--- config.mk ---
export PLATFORM = sky130hd
export DESIGN_NAME = uart_rx_pkt_ctrl
export DESIGN_NICKNAME = d
export VERILOG_FILES = /design/src/rtl/uart_pkg.sv /design/src/rtl/uart_pkt_buf.sv /design/src/rtl/uart_rx_pkt_ctrl.sv
export SDC_FILE = /design/constraint.sdc
export NUM_CORES = 1
export LEC_CHECK = 0
export ABC_CLOCK_PERIOD_IN_PS = 6050
export BUFFER_PORTS_ARGS = -buffer_cell sky130_fd_sc_hd__buf_4
export CORE_MARGIN = 5
export CORE_UTILIZATION = 35
export CTS_CLUSTER_SIZE = 25
export DETAILED_ROUTE_END_ITERATION = 8
export GPL_TIMING_DRIVEN = 1
export PLACE_DENSITY = 0.59
export SYNTH_ARGS = -nofsm -noshare
export SYNTH_HDL_FRONTEND = slang
export SYNTH_HIERARCHICAL = 1
export SYNTH_SLANG_ARGS = --single-unit
--- constraint.sdc ---
create_clock -name clk -period 6.05 [get_ports clk]
set_clock_uncertainty 0.05 [all_clocks]
set_input_delay 0.3025 -clock clk [delete_from_list [all_inputs] [get_ports clk]]
set_output_delay 0.3025 -clock clk [all_outputs]
set_load 0.1 [all_outputs]
--- src/rtl/uart_pkg.sv ---
`default_nettype none
// ============================================================================
// Module      : uart_pkg
// Description : Shared constants for the UART receive packet path: FSM state
//               encoding, drop causes, sync byte default and baud tick counts.
// Revision    : 1.0 - initial release
// ============================================================================
package uart_pkg;

   typedef logic [2:0] state_t;
   typedef logic [1:0] drop_cause_t;

   localparam state_t c_ST_IDLE    = 3'd0;
   localparam state_t c_ST_LEN     = 3'd1;
   localparam state_t c_ST_PAYLOAD = 3'd2;
   localparam state_t c_ST_CHK     = 3'd3;
   localparam state_t c_ST_DELIVER = 3'd4;

   localparam drop_cause_t DROP_FRAME   = 2'd0;
   localparam drop_cause_t DROP_LEN     = 2'd1;
   localparam drop_cause_t DROP_CHK     = 2'd2;
   localparam drop_cause_t DROP_TIMEOUT = 2'd3;

   localparam logic [7:0] c_SYNC_BYTE_DEF = 8'hA5;

   localparam int c_BAUD_TICK_FULL = 10416;
   localparam int c_BAUD_TICK_HALF = 5208;

endpackage : uart_pkg
`default_nettype wire

--- src/rtl/uart_pkt_buf.sv ---
`default_nettype none
// ============================================================================
// Module      : uart_pkt_buf
// Description : DEPTH x 8 payload register file, one synchronous write port
//               and one combinational read port.
// Revision    : 1.0 - initial release
// ============================================================================
module uart_pkt_buf #(
   parameter int DEPTH = 16,
   parameter int AW    = 4
) (
   input  logic          clk,
   input  logic          wr_en,
   input  logic [AW-1:0] wr_addr,
   input  logic [7:0]    wr_data,
   input  logic [AW-1:0] rd_addr,
   output logic [7:0]    rd_data
);

   logic [7:0] r_mem [DEPTH];

   // Storage only; the controller gates the read data, so no reset is needed.
   always_ff @(posedge clk) begin
      if (wr_en) begin
         r_mem[wr_addr] <= wr_data;
      end
   end

   assign rd_data = r_mem[rd_addr];

endmodule : uart_pkt_buf
`default_nettype wire

--- src/rtl/uart_rx_pkt_ctrl.sv ---
`default_nettype none
// ============================================================================
// Module      : uart_rx_pkt_ctrl
// Description : Sequences the UART byte receiver, parses sync/length/payload/
//               XOR checksum and releases checked payloads on a valid/ready
//               stream. Define UART_PKT_STATS_EN to add ok/drop counters.
// Revision    : 1.0 - initial release
// ============================================================================
module uart_rx_pkt_ctrl
   import uart_pkg::*;
#(
   parameter int         MAX_LEN     = 16,
   parameter logic [7:0] SYNC_BYTE   = c_SYNC_BYTE_DEF,
   parameter int         TIMEOUT_CYC = 312480
) (
   input  logic        clk,
   input  logic        arst_n,
   input  logic        enable,
   input  logic        rx_busy,
   input  logic        rx_done,
   input  logic        rx_err,
   input  logic [7:0]  rx_data,
   output logic        rx_en,
   output logic        out_valid,
   output logic [7:0]  out_data,
   output logic        out_last,
   input  logic        out_ready,
   output logic        pkt_ok,
   output logic        pkt_drop,
`ifdef UART_PKT_STATS_EN
   output logic [15:0] ok_cnt,
   output logic [15:0] drop_cnt,
`endif
   output logic [1:0]  drop_cause
);

   localparam int c_AW = (MAX_LEN > 1) ? $clog2(MAX_LEN) : 1;
   localparam int c_TW = (TIMEOUT_CYC > 2) ? $clog2(TIMEOUT_CYC) : 1;
   localparam logic [c_TW-1:0] c_TMO_LAST = c_TW'(TIMEOUT_CYC - 1);
   localparam logic [7:0]      c_MAX_LEN  = 8'(MAX_LEN);

   state_t            r_state;
   state_t            w_state_nxt;
   logic [7:0]        r_len;
   logic [7:0]        r_idx;
   logic [7:0]        r_rd;
   logic [7:0]        r_chk;
   logic [c_TW-1:0]   r_timer;
   logic              r_rx_en;
   logic              r_pkt_ok;
   logic              r_pkt_drop;
   drop_cause_t       r_drop_cause;

   logic              w_ok;
   logic              w_drop;
   drop_cause_t       w_cause;
   logic              w_len_ld;
   logic              w_pay_ld;
   logic              w_deliver;
   logic              w_hs;
   logic              w_rd_last;
   logic [7:0]        w_rd_data;
   logic              w_unused_busy;

   assign w_unused_busy = rx_busy;

   assign w_deliver = (r_state == c_ST_DELIVER);
   assign w_hs      = w_deliver && out_ready;
   assign w_rd_last = (r_rd == (r_len - 8'd1));

   always_comb begin
      w_state_nxt = r_state;
      w_ok        = 1'b0;
      w_drop      = 1'b0;
      w_cause     = r_drop_cause;
      w_len_ld    = 1'b0;
      w_pay_ld    = 1'b0;
      case (r_state)
         c_ST_IDLE: begin
            if (enable && rx_done && (rx_data == SYNC_BYTE)) begin
               w_state_nxt = c_ST_LEN;
            end
         end
         c_ST_LEN, c_ST_PAYLOAD, c_ST_CHK: begin
            // Losing enable abandons a partial packet without reporting it.
            if (!enable) begin
               w_state_nxt = c_ST_IDLE;
            end else if (rx_err) begin
               w_drop      = 1'b1;
               w_cause     = DROP_FRAME;
               w_state_nxt = c_ST_IDLE;
            end else if (rx_done) begin
               if (r_state == c_ST_LEN) begin
                  if ((rx_data == 8'd0) || (rx_data > c_MAX_LEN)) begin
                     w_drop      = 1'b1;
                     w_cause     = DROP_LEN;
                     w_state_nxt = c_ST_IDLE;
                  end else begin
                     w_len_ld    = 1'b1;
                     w_state_nxt = c_ST_PAYLOAD;
                  end
               end else if (r_state == c_ST_PAYLOAD) begin
                  w_pay_ld = 1'b1;
                  if (r_idx == (r_len - 8'd1)) begin
                     w_state_nxt = c_ST_CHK;
                  end
               end else if (rx_data == r_chk) begin
                  w_ok        = 1'b1;
                  w_state_nxt = c_ST_DELIVER;
               end else begin
                  w_drop      = 1'b1;
                  w_cause     = DROP_CHK;
                  w_state_nxt = c_ST_IDLE;
               end
            end else if (r_timer == c_TMO_LAST) begin
               w_drop      = 1'b1;
               w_cause     = DROP_TIMEOUT;
               w_state_nxt = c_ST_IDLE;
            end
         end
         c_ST_DELIVER: begin
            if (w_hs && w_rd_last) begin
               w_state_nxt = c_ST_IDLE;
            end
         end
         default: begin
            w_state_nxt = c_ST_IDLE;
         end
      endcase
   end

   always_ff @(posedge clk or negedge arst_n) begin
      if (!arst_n) begin
         r_state      <= c_ST_IDLE;
         r_rx_en      <= 1'b0;
         r_pkt_ok     <= 1'b0;
         r_pkt_drop   <= 1'b0;
         r_drop_cause <= DROP_FRAME;
      end else begin
         r_state    <= w_state_nxt;
         r_rx_en    <= enable && (w_state_nxt != c_ST_DELIVER);
         r_pkt_ok   <= w_ok;
         r_pkt_drop <= w_drop;
         if (w_drop) begin
            r_drop_cause <= w_cause;
         end
      end
   end

   // The length byte seeds the checksum, so it is covered by the XOR too.
   always_ff @(posedge clk or negedge arst_n) begin
      if (!arst_n) begin
         r_len   <= 8'd0;
         r_idx   <= 8'd0;
         r_rd    <= 8'd0;
         r_chk   <= 8'd0;
         r_timer <= '0;
      end else begin
         if (w_len_ld) begin
            r_len <= rx_data;
            r_chk <= rx_data;
            r_idx <= 8'd0;
         end else if (w_pay_ld) begin
            r_chk <= r_chk ^ rx_data;
            r_idx <= r_idx + 8'd1;
         end
         if (w_ok) begin
            r_rd <= 8'd0;
         end else if (w_hs) begin
            r_rd <= r_rd + 8'd1;
         end
         if ((w_state_nxt != r_state) || rx_done) begin
            r_timer <= '0;
         end else if ((r_state == c_ST_LEN) || (r_state == c_ST_PAYLOAD) ||
                      (r_state == c_ST_CHK)) begin
            r_timer <= r_timer + 1'b1;
         end else begin
            r_timer <= '0;
         end
      end
   end

   uart_pkt_buf #(
      .DEPTH (MAX_LEN),
      .AW    (c_AW)
   ) u_buf (
      .clk     (clk),
      .wr_en   (w_pay_ld),
      .wr_addr (r_idx[c_AW-1:0]),
      .wr_data (rx_data),
      .rd_addr (r_rd[c_AW-1:0]),
      .rd_data (w_rd_data)
   );

`ifdef UART_PKT_STATS_EN
   logic [15:0] r_ok_cnt;
   logic [15:0] r_drop_cnt;

   always_ff @(posedge clk or negedge arst_n) begin
      if (!arst_n) begin
         r_ok_cnt   <= 16'd0;
         r_drop_cnt <= 16'd0;
      end else begin
         if (w_ok && (r_ok_cnt != 16'hFFFF)) begin
            r_ok_cnt <= r_ok_cnt + 16'd1;
         end
         if (w_drop && (r_drop_cnt != 16'hFFFF)) begin
            r_drop_cnt <= r_drop_cnt + 16'd1;
         end
      end
   end

   assign ok_cnt   = r_ok_cnt;
   assign drop_cnt = r_drop_cnt;
`endif

   assign rx_en      = r_rx_en;
   assign pkt_ok     = r_pkt_ok;
   assign pkt_drop   = r_pkt_drop;
   assign drop_cause = r_drop_cause;
   assign out_valid  = w_deliver;
   assign out_data   = w_deliver ? w_rd_data : 8'd0;
   assign out_last   = w_deliver && w_rd_last;

endmodule : uart_rx_pkt_ctrl
`default_nettype wire

==> impl_metrics.ini <==
[clock_tree]
cts_tree = yes
cts_setup_buffers = 0
cts.path.max_buffers = 2
cts-hold-fix-buffers = 1
cts_max_level = 4
clkSlewWorstSetupHoldPaths_ps = 70
insertion_delay_ps = 430
post_cts_resized = 0
ctsRootBufferMaster = clkbuf_16
cts_sinks = 187
cts-buffers-inserted = 17

[cells_and_area]
nets = 635
syn2layout_area_growth_pct = 12.63
diodes = 0
final_cell_mix = edfxtp_1, dfrtp_1, nor2_1, nand2_1
fillers = 2240
layout_commonest_cell = edfxtp_1
drive_above_1_share_pct = 18.31

[synth]
yosys_most_used_dff = edfxtp_1
postSynthCellCount = 589
yosys_warnings = 6
synth_edf_count = 128
ys_ff_latch = 187
syn_avg_cell_area_um2 = 14.58
syn-num-nets = 608
synth_cell_types = 65
synth_top_cell_by_area = edfxtp_1
synth_area_mm2 = 0.008588
ys_seq_area_share_pct = 61.95
synth.area.top_cells = edfxtp_1, dfrtp_1, mux4_2
async_flop_share_pct = 31.55
yosys.area.top_type_share_pct = 44.76

[power_and_ir_drop]
p_leak_nw = 3.489
p_clk_share_pct = 30.4
combPwrFrac_pct = 30.5
p_seq_share_pct = 39.2
power_mw = 3.666
p_int_mw = 2.359
power_switching_mw = 1.306
powerDensity_mw_per_mm2 = 379.0
swShare_pct = 35.64
vdd_drop_max_uv = 761.7

[setup_path]
cp.arrival_ps = 2810
cp-start-kind = register
worstPathCellList = buf_4 > mux4_1 > a22oi_1 > nand2_1 > and3_1 > buf_4
crit_required_ps = 5700
crit_top_cell = buf_4
critPathBufInv = 2
end_kind = output port
cp_slowest_cell = mux4_1
cp_top_family = buffers and inverters
cp_max_fo = 38
critPathKind = reg -> out
slowest_delay_ps = 680

[sta]
min_period_over_period_pct = 52.33
rsz0062_at_grt = false
finalMaxSlewViolations = 0
timing.hold.ws_ps = 122.7
fin_tns_setup_ps = 0
period_minus_slack_ps = 3166
clock.fmax_mhz = 315.9
finalSetupViolCount = 0
slew_headroom_pct = 18.86
hold_violations = 0
worst_slack_ps = 2884
worst_slew_pin_slew_ps = 1208

[die]
die_area_mm2 = 0.02777
num_rows = 57
initial_core_util_pct = 35.42
core-area_mm2 = 0.02425
die_height_um = 166.6
die_w_um = 166.6
ios = 30

[global_routing]
grt.overflow.total = 0
grt_usage_pct = 12.99
grt_max_degree = 60
antenna_found_initial = 0
grt_first_pass_wirelength_um = 28300
grt_pass1_vias = 5077

[detailed_routing]
routed_wl_um = 17820
post-route-drc-count = 0
drt-wirelength-per-cell_um = 18.72
vias_per_cell = 5.105
postRouteAntennaNets = 0
dr.first_iter.drc_count = 338
dr_total_vias = 4860
first_pass_iters = 4

[min_path]
hold_class = in -> reg

[run]
max-cap-violations = 0

[outcome]
status = completed

[placed_design]
gp_congestion = 0.7967
dp_slack_ps = 3010
dp_hpwl_um = 11410
io_buffers = 28
[flip-flops by register name, summed over array words and instances (netlist names), 2 cells and up]
signal / flops
r_state: 3
r_idx: 8
r_chk: 8
r_len: 8
r_rd: 8
u_buf/r_mem: 128
drop_cause: 2
r_timer: 19
[worst paths after layout]
kind / end / slack, ps / from / cells after the start
setup / recovery: out_data[3] / 2880 / r_rd[0] / 6
max in group asynchronous: r_rd[0] / 4970 / arst_n / 2
min in group asynchronous: r_rd[5] / 440 / arst_n / 2
hold reg to reg: r_timer[0] / 430 / r_timer[0] / 1
hold / removal: rx_en / 120 / out_ready / 3
setup reg to reg: u_buf/r_mem[8][4] / 3080 / r_state[2] / 5
[kinds of logic after synthesis]
logic type      count (synthesis)  synth area share [%]
buf+inv                        37                 2.637
flops                         187                 61.95
fa+ha+maj                       4                0.5828
xor+xnor                       57                 6.221
simple gates                  201                 13.29
compound gates                 57                 4.414
mux                            46                 10.91
[through the flow]
step	util [%]	instance area, µm²	cells
after CTS	39.89	9673	952
after global placement	37.39	9066	920
after detailed placement	37.39	9066	920
after floorplan	-	8588	589
final	39.89	9673	952
after global routing	39.89	9673	952
[worst register-to-register path, cell delays in order (launching register included)]
cell      delay, ps
dfrtp_1         540
nand2b_4        250
nor4_4          270
buf_4           350
nand3b_1        180
nor3_1          950
[layout make-up]
| cell class | instances | area, µm² | share of cell area, % |
|---|---|---|---|
| Multi-Input combinational cell | 365 | 3050 | 31.54 |
| Timing Repair Buffer | 34 | 257.7 | 2.665 |
| Clock inverter | 14 | 171.4 | 1.772 |
| Clock buffer | 17 | 425.4 | 4.398 |
| Sequential cell | 187 | 5321 | 55.01 |
| Tap cell | 324 | 405.4 | 4.191 |
| Inverter | 11 | 41.29 | 0.4269 |
[synth_stat cells (3+ instances only)]
cell type,count
nor2_1,57
inv_1,10
clkdlybuf4s25_2,3
and2_1,5
a22oi_1,16
mux2i_1,7
clkbuf_1,5
o21ai_0,6
dfrtp_1,59
buf_2,7
mux4_1,14
nand3b_1,4
xnor2_1,21
mux4_2,18
nand3_2,3
a21oi_1,21
nor3_1,10
buf_4,6
mux2_4,4
edfxtp_1,128
and3_1,12
nand3_1,11
nor4_2,5
nand4_1,21
ha_1,4
nand2_1,35
nand2b_1,3
buf_6,5
nor2b_1,3
and4_1,4
or3_1,5
xor2_1,33
[layer usage]
metal / vias up / global-route usage (%) / wire length [µm]
li1: 2298 / - / -
met1: 2431 / 18.02 / 8110
met2: 113 / 20.73 / 8486
met3: 18 / 2.797 / 991
met4: 0 / 3.806 / 229
met5: - / 0 / 0
[power by group through the flow]
stage	Combinational (mW)	Clock (mW)	Sequential, mW
2_1_floorplan	0.897	0	1.45
3_3_place_gp	1.11	0	1.46
3_5_place_dp	1.12	0	1.46
4_1_cts	1.13	1.14	1.44
5_1_grt	1.18	1.19	1.44
6_report	1.12	1.11	1.44
Power figures use the tool's default switching activity.
